`src/rtl/mmio_port_responder.sv`:
```
// Memory-mapped port responder: PortOut latch, synchronised PortIn and a
// change-capture FIFO, answering single-cycle lw/sw in the issuing cycle.
module mmio_port_responder #(
  parameter logic [31:0] BASE_ADDR  = 32'h1001_0800,
  parameter int          FIFO_DEPTH = 4,
  parameter logic [31:0] OUT_RESET  = 32'h0000_0000
) (
  input  logic        clk,
  input  logic        reset,
  input  logic [31:0] Address,
  input  logic [31:0] WriteData,
  input  logic        MemWrite,
  input  logic        MemRead,
  input  logic [7:0]  PortIn,
  output logic [31:0] ReadData,
  output logic        Hit,
  output logic [31:0] PortOut,
  output logic        Irq
);

  localparam int         PW      = (FIFO_DEPTH > 1) ? $clog2(FIFO_DEPTH) : 1;
  localparam logic [4:0] DEPTH_C = 5'(FIFO_DEPTH);

  logic [31:0]   port_out_q, port_out_d;
  logic [7:0]    sync1_q, sync2_q, prev_q;
  logic [7:0]    fifo_q [FIFO_DEPTH];
  logic [PW-1:0] wr_ptr_q, wr_ptr_d, rd_ptr_q, rd_ptr_d;
  logic [4:0]    count_q, count_d;
  logic          ovf_q, ovf_d;

  logic [1:0] offset;
  logic       change, full, do_push, do_pop, wr_hit;
  logic       unused_addr_bits;

  assign Hit              = (Address[31:4] == BASE_ADDR[31:4]);
  assign offset           = Address[3:2];
  assign unused_addr_bits = ^Address[1:0];
  assign wr_hit           = MemWrite & Hit;

  assign change  = (sync2_q != prev_q);
  assign full    = (count_q == DEPTH_C);
  assign do_pop  = MemRead & Hit & (offset == 2'd3) & (count_q != 5'd0);
  // A pop on the same edge frees the slot, so a push into a full FIFO is accepted.
  assign do_push = change & (~full | do_pop);

  always_comb begin
    port_out_d = port_out_q;
    if (wr_hit && offset == 2'd0) port_out_d = WriteData;

    wr_ptr_d = wr_ptr_q;
    rd_ptr_d = rd_ptr_q;
    if (do_push) wr_ptr_d = wr_ptr_q + 1'b1;
    if (do_pop)  rd_ptr_d = rd_ptr_q + 1'b1;

    count_d = count_q;
    case ({do_push, do_pop})
      2'b10:   count_d = count_q + 5'd1;
      2'b01:   count_d = count_q - 5'd1;
      default: count_d = count_q;
    endcase

    // Overflow set takes priority over a same-edge STATUS write clear.
    ovf_d = ovf_q;
    if (wr_hit && offset == 2'd2) ovf_d = 1'b0;
    if (change && full && !do_pop) ovf_d = 1'b1;
  end

  always_ff @(posedge clk or negedge reset) begin
    if (!reset) begin
      port_out_q <= OUT_RESET;
      sync1_q    <= 8'h00;
      sync2_q    <= 8'h00;
      prev_q     <= 8'h00;
      wr_ptr_q   <= '0;
      rd_ptr_q   <= '0;
      count_q    <= 5'd0;
      ovf_q      <= 1'b0;
      for (int i = 0; i < FIFO_DEPTH; i++) fifo_q[i] <= 8'h00;
    end else begin
      port_out_q <= port_out_d;
      sync1_q    <= PortIn;
      sync2_q    <= sync1_q;
      prev_q     <= sync2_q;
      wr_ptr_q   <= wr_ptr_d;
      rd_ptr_q   <= rd_ptr_d;
      count_q    <= count_d;
      ovf_q      <= ovf_d;
      if (do_push) fifo_q[wr_ptr_q] <= sync2_q;
    end
  end

  always_comb begin
    ReadData = 32'h0;
    if (MemRead && Hit) begin
      case (offset)
        2'd0:    ReadData = port_out_q;
        2'd1:    ReadData = {24'h0, sync2_q};
        2'd2:    ReadData = {26'h0, count_q, ovf_q};
        default: ReadData = (count_q != 5'd0) ? {24'h0, fifo_q[rd_ptr_q]} : 32'h0;
      endcase
    end
  end

  assign PortOut = port_out_q;
  assign Irq     = (count_q != 5'd0) | ovf_q;

endmodule
```
`config.mk`:
```
export PLATFORM = sky130hd
export DESIGN_NAME = mmio_port_responder
export DESIGN_NICKNAME = d
export VERILOG_FILES = /design/src/rtl/mmio_port_responder.sv
export SDC_FILE = /design/constraint.sdc
export NUM_CORES = 1
export LEC_CHECK = 0
export ABC_CLOCK_PERIOD_IN_PS = 8260
export BUFFER_PORTS_ARGS = -buffer_cell sky130_fd_sc_hd__buf_2
export CAP_MARGIN = 20
export CORE_ASPECT_RATIO = 1.5
export CORE_MARGIN = 1
export CORE_UTILIZATION = 55
export CTS_CLUSTER_SIZE = 24
export DETAILED_ROUTE_END_ITERATION = 7
export PLACE_DENSITY = 0.85
export SYNTH_ARGS = -nofsm -noshare
export SYNTH_HDL_FRONTEND = slang
export SYNTH_SLANG_ARGS = --single-unit
```
`constraint.sdc`:
```
create_clock -name clk -period 8.26 [get_ports clk]
set_clock_uncertainty 0.05 [all_clocks]
set_input_delay 1.652 -clock clk [delete_from_list [all_inputs] [get_ports clk]]
set_output_delay 1.652 -clock clk [all_outputs]
set_load 0.03 [all_outputs]
```
Word level (Yosys, flattened, before mapping). Cells that the tools add are included.

Multipliers: 0. Shifts and indexed selects: 0. Divide/modulo/power cells: 0. Equality and inequality tests: 8. $lt $le $gt $ge: 3. $add $sub $neg: 4. Multiplexer cells: 12. Bitwise logic cells: 10. Reductions and logical operators: 11.

Operator list (count): $pmux 32 s3 (1); $bwmux 32 (1); $mux 32 (1); $mux 8 (4); $eq 28x25->1 const B (1); $bmux 8 s2 (1); $demux 8 s2 (1); $pmux 5 s2 (1); $ne 8x8->1 (1); $eq 2x2->1 const B (3); $ge 3x3->1 const B (2); $logic_and 1x1->1 (6); $not 2->3 (2); $add 5x1->5 const B (1); $and 1x1->1 (5); $eq 5x3->1 const B (1); $reduce_bool 5->1 (1); $sub 5x1->5 const B (1); $add 2x1->2 const B (2); $eq 2x1->1 const B (2); $reduce_bool 2->1 (2); $lt 3x1->1 const B (1); $logic_not 2->1 (1); $mux 1 (2); 3 further kinds (4).

Output and inout port bits: 66. Memories kept: 0. ROM bits: 0. Input bits: 76. Logic and storage cells: 60. Bits in latches: 0. Bits in registers: 98. Memory bits (writable): 0.

Logic depth before layout (Yosys ltp).
Word-level depth: 8. Mapped depth: 16.

Worst setup path before layout. Ideal clock, no wire load.

Kind: input-to-output. From: input Address[19]. To: output ReadData[6]. Arrival: 3.381 ns. Path slack: 3.177 ns. Data required time: 6.558 ns. Stages: 5. Path buffers: 1. Cells stage by stage: nor4_1 nand4_1 or2_2 clkbuf_1 a211oi_1.

Longest elaborated chain between the ends: 3.

Ends and longest elaborated chain: start, declared (RTL line 10) `input logic [31:0] Address,`; $eq 28x25->1 (RTL line 35) `assign Hit = (Address[31:4] == BASE_ADDR[31:4]);`; $logic_and 1x1->1 (RTL line 94) `if (MemRead && Hit) begin`; $mux 32 (RTL line 94); end, declared (RTL line 15) `output logic [31:0] ReadData,`.

Every way passes these cells.

Final worst setup path.
From: input Address[6]. To: output ReadData[18].

The elaborated chain is that of the path after synthesis.

==> reports/metrics.yaml <==
critical_path:
  endpoint_kind: "primary output"
  r2r_end: "count_q[4]$_DFFE_PN0P_"
  r2r-start: "count_q[0]$_DFFE_PN0P_"
  cp.arrival_ps: 3550
  path_delay_family: "simple AND/OR/NAND/NOR gates"
  regToRegSetupSlack_ps: 4070
  startpoint_type: "input pin"
  r2r_cells: 12
  worstPathRequired_ps: 6560
  worst-path-max-fanout: 24
  cp.buffers_inverters: 2
  critical_path.cell_chain: "buf_2 -> nor4_2 -> nand4_2 -> nor3_1 -> and3_1 -> and2_1 -> buf_2"
  cp_common_cell: "buf_2"
  critPathKind: "input pin to primary output"
  crit_path_max_incr_delay_ps: 590
  slowest_stage: "and3_1"
floorplanning:
  io_pins: 142
  row_count: 40
  dieArea_mm2: 0.008738
  die_h_um: 114.0
  die_x_um: 76.66
  core_mm2: 0.008058
  start_util_pct: 57.07
layout:
  fillers: 590
  layout.nets: 582
  regArea_mm2: 0.002452
  postLayoutCellArea_mm2: 0.005595
  drive_above_1_share_pct: 43.06
  diodes: 0
  multi_input_area_mm2: 0.001964
  area_delta_synth_final_pct: 21.69
sta:
  grt_setup_unrepaired: "no"
  setup_tns_ps: 0
  relSlewSlack_pct: 36.59
  worst_pin_slew_ps: 947.5
  drv_slew: 0
  timing.final.crit_period_ps: 5254
  period_share_pct: 63.61
  max_clock_freq_ghz: 0.1903
  setup_violations: 0
  hold_viol_final: 0
route:
  ant_nets: 0
  vias_per_cell: 5.834
  firstDrtPassIters: 5
  drtIter0Drc: 346
  drc: 0
  wl_mm: 11.49
  wl_per_cell_um: 18.86
  vias: 3553
yosys:
  synthDistinctLibCells: 40
  synth_warnings: 0
  synth_top_family_by_area: "multiplexers"
  synth_cells: 370
  synth_adder_area_share_pct: 1.905
  ys_seq_area_share_pct: 53.33
  synthMuxAreaShare_pct: 13.80
  synth_xor_area_share_pct: 3.238
  syn_area_mm2: 0.004598
  synth_compound_gate_area_share_pct: 11.46
  synth-simple-area-share_pct: 12.33
  syn_nets: 453
  ys_ff_latch: 98
  synth.avg_cell_area_um2: 12.43
clock_network:
  clock_sinks: 98
  cts_buffers: 9
  cts_tree: "done"
  post_cts_buffers: 0
  cts_resized: 0
  cts_max_path_buffers: 2
  clk_pin_slew_ps: 70
  clkLatencyLatePin_ps: 350
  cts_root_buf: "clkbuf_16"
  holdBufCountCts: 0
  ctsHtreeMaxLevel: 3
global_routing:
  grt_pass1_wl_mm: 18.43
  grt_pass1_vias: 3521
  grt_use_total_pct: 28.23
  antenna_found_initial: 0
  grt_max_degree: 62
  gr-total-overflow: 0
min_path:
  min_path_type: "flip-flop to flip-flop"
  hold_depth: 0
  hold_end: "sync2_q[1]$_DFF_PN0_"
  hold_path_startpoint: "sync1_q[1]$_DFF_PN0_"
pwr:
  power.total_uw: 990.5
  power_leakage_nw: 2.785
  ir_drop_uv: 142.7
  power_density_mw_per_mm2: 177.0
place:
  dp_hpwl_mm: 8.118
  place_area_mm2: 0.005318
  io_buffers: 139
  gp_congestion: 0.9000
job:
  cap_violations: 0
run_status:
  status: "completed"
## sequential cells by signal, summed over array words and instances (netlist names)
signal	cells
wr_ptr_q	2
sync2_q	8
rd_ptr_q	2
fifo_q	32
PortOut	32
ovf_q	1
sync1_q	8
prev_q	8
count_q	5
## routing by layer
| layer | part of all wire [%] | GRT usage (%) | routed length [um] | up-vias |
|---|---|---|---|---|
| met1 | 37 | 32.84 | 4213 | 1754 |
| met2 | 53 | 49.55 | 6047 | 184 |
| met4 | 3.2 | 13.33 | 367 | 0 |
| met3 | 7.5 | 6.160 | 859 | 33 |
| li1 | - | - | - | 1582 |
| met5 | 0 | 0 | 0 | - |
## Yosys cell counts
library cell,count,area [um^2]
a211oi_1,4,30.03
a21bo_1,1,10.01
a21oi_1,4,20.02
a2bb2oi_1,2,17.52
and2_1,24,150.1
and3_1,3,18.77
buf_1,4,15.01
buf_2,4,20.02
buf_4,3,22.52
buf_6,3,33.78
clkbuf_1,9,33.78
dfrtp_1,98,2452
ha_1,7,87.58
inv_1,15,56.30
mux2_1,1,11.26
mux2_2,38,427.9
mux2_4,1,15.01
mux4_2,8,180.2
nand2_1,36,135.1
nand2b_1,5,31.28
nand3_1,3,15.01
nand4_1,2,12.51
nand4_2,1,12.51
nor2_1,8,30.03
nor2b_1,3,18.77
nor3_1,1,5.000
nor4_1,5,31.28
nor4_2,2,25.02
nor4_4,1,21.27
nor4b_1,1,8.760
nor4b_2,3,45.04
o211ai_2,4,50.05
o21ai_0,7,35.03
o21ai_4,1,16.27
o221ai_1,7,61.31
o22ai_1,1,6.260
o2bb2ai_1,32,280.3
or2_2,1,6.260
xnor2_1,6,52.55
xor2_1,11,96.34
## cell usage in the layout (no fill, tap or decap), types with 4 or more instances in the layout
master,count
a21oi_1,4
buf_2,138
o221ai_1,7
nor4_1,5
and2_1,24
nor2_1,8
nand2_1,36
nand2b_1,5
xnor2_1,6
a211oi_1,4
xor2_1,11
o21ai_0,7
inv_1,15
o211ai_2,4
mux4_2,8
clkbuf_16,9
o2bb2ai_1,32
ha_1,7
mux2_2,38
dfrtp_1,98
## kinds of logic (layout without fill, tap and decap cells)
| group | after synthesis | after routing |
|---|---|---|
| XOR/XNOR | 17 | 17 |
| multiplexers | 48 | 48 |
| buffers and inverters | 38 | 172 |
| adder cells (fa/ha/maj) | 7 | 7 |
| AO/OA/AOI/OAI | 63 | 63 |
| flip-flops | 98 | 98 |
| AND/OR/NAND/NOR | 99 | 99 |
## worst max path at each step
stage	from	to	slack, ps	cells past startpoint
after floorplan	Address[19]	ReadData[6]	3180	5
after global placement	Address[14]	ReadData[20]	3080	7
after detailed placement	Address[6]	ReadData[16]	2980	7
after CTS	Address[6]	ReadData[16]	2970	7
after global routing	Address[14]	ReadData[10]	2760	7
final	Address[6]	ReadData[18]	3010	7
## final cells by class
class	instances	area share (%)
clock buffers	9	4.025
clock inverters	7	0.9392
inverters	15	1.006
multi-input cells	234	35.11
flip-flops and latches	98	43.83
well taps	105	2.348
repair buffers	141	12.75
## report_power, final
part | leakage [nW] | switching [mW] | internal, mW | total (mW)
registers | 1.30 | 0.0148 | 0.500 | 0.514
clock network | 0.136 | 0.187 | 0.206 | 0.393
logic | 1.35 | 0.0378 | 0.0451 | 0.0828
## metrics by stage
step	hold WS, ps	std cells	worst slack, ps	utilization, %
after floorplan	281.2	370	3177	-
after global placement	282.0	593	3082	65.99
after detailed placement	286.4	593	2981	65.99
after CTS	302.0	609	2971	69.44
after global routing	314.0	609	2765	69.44
final	300.0	609	3006	69.44
No activity file was read; power rests on OpenSTA's default activity.
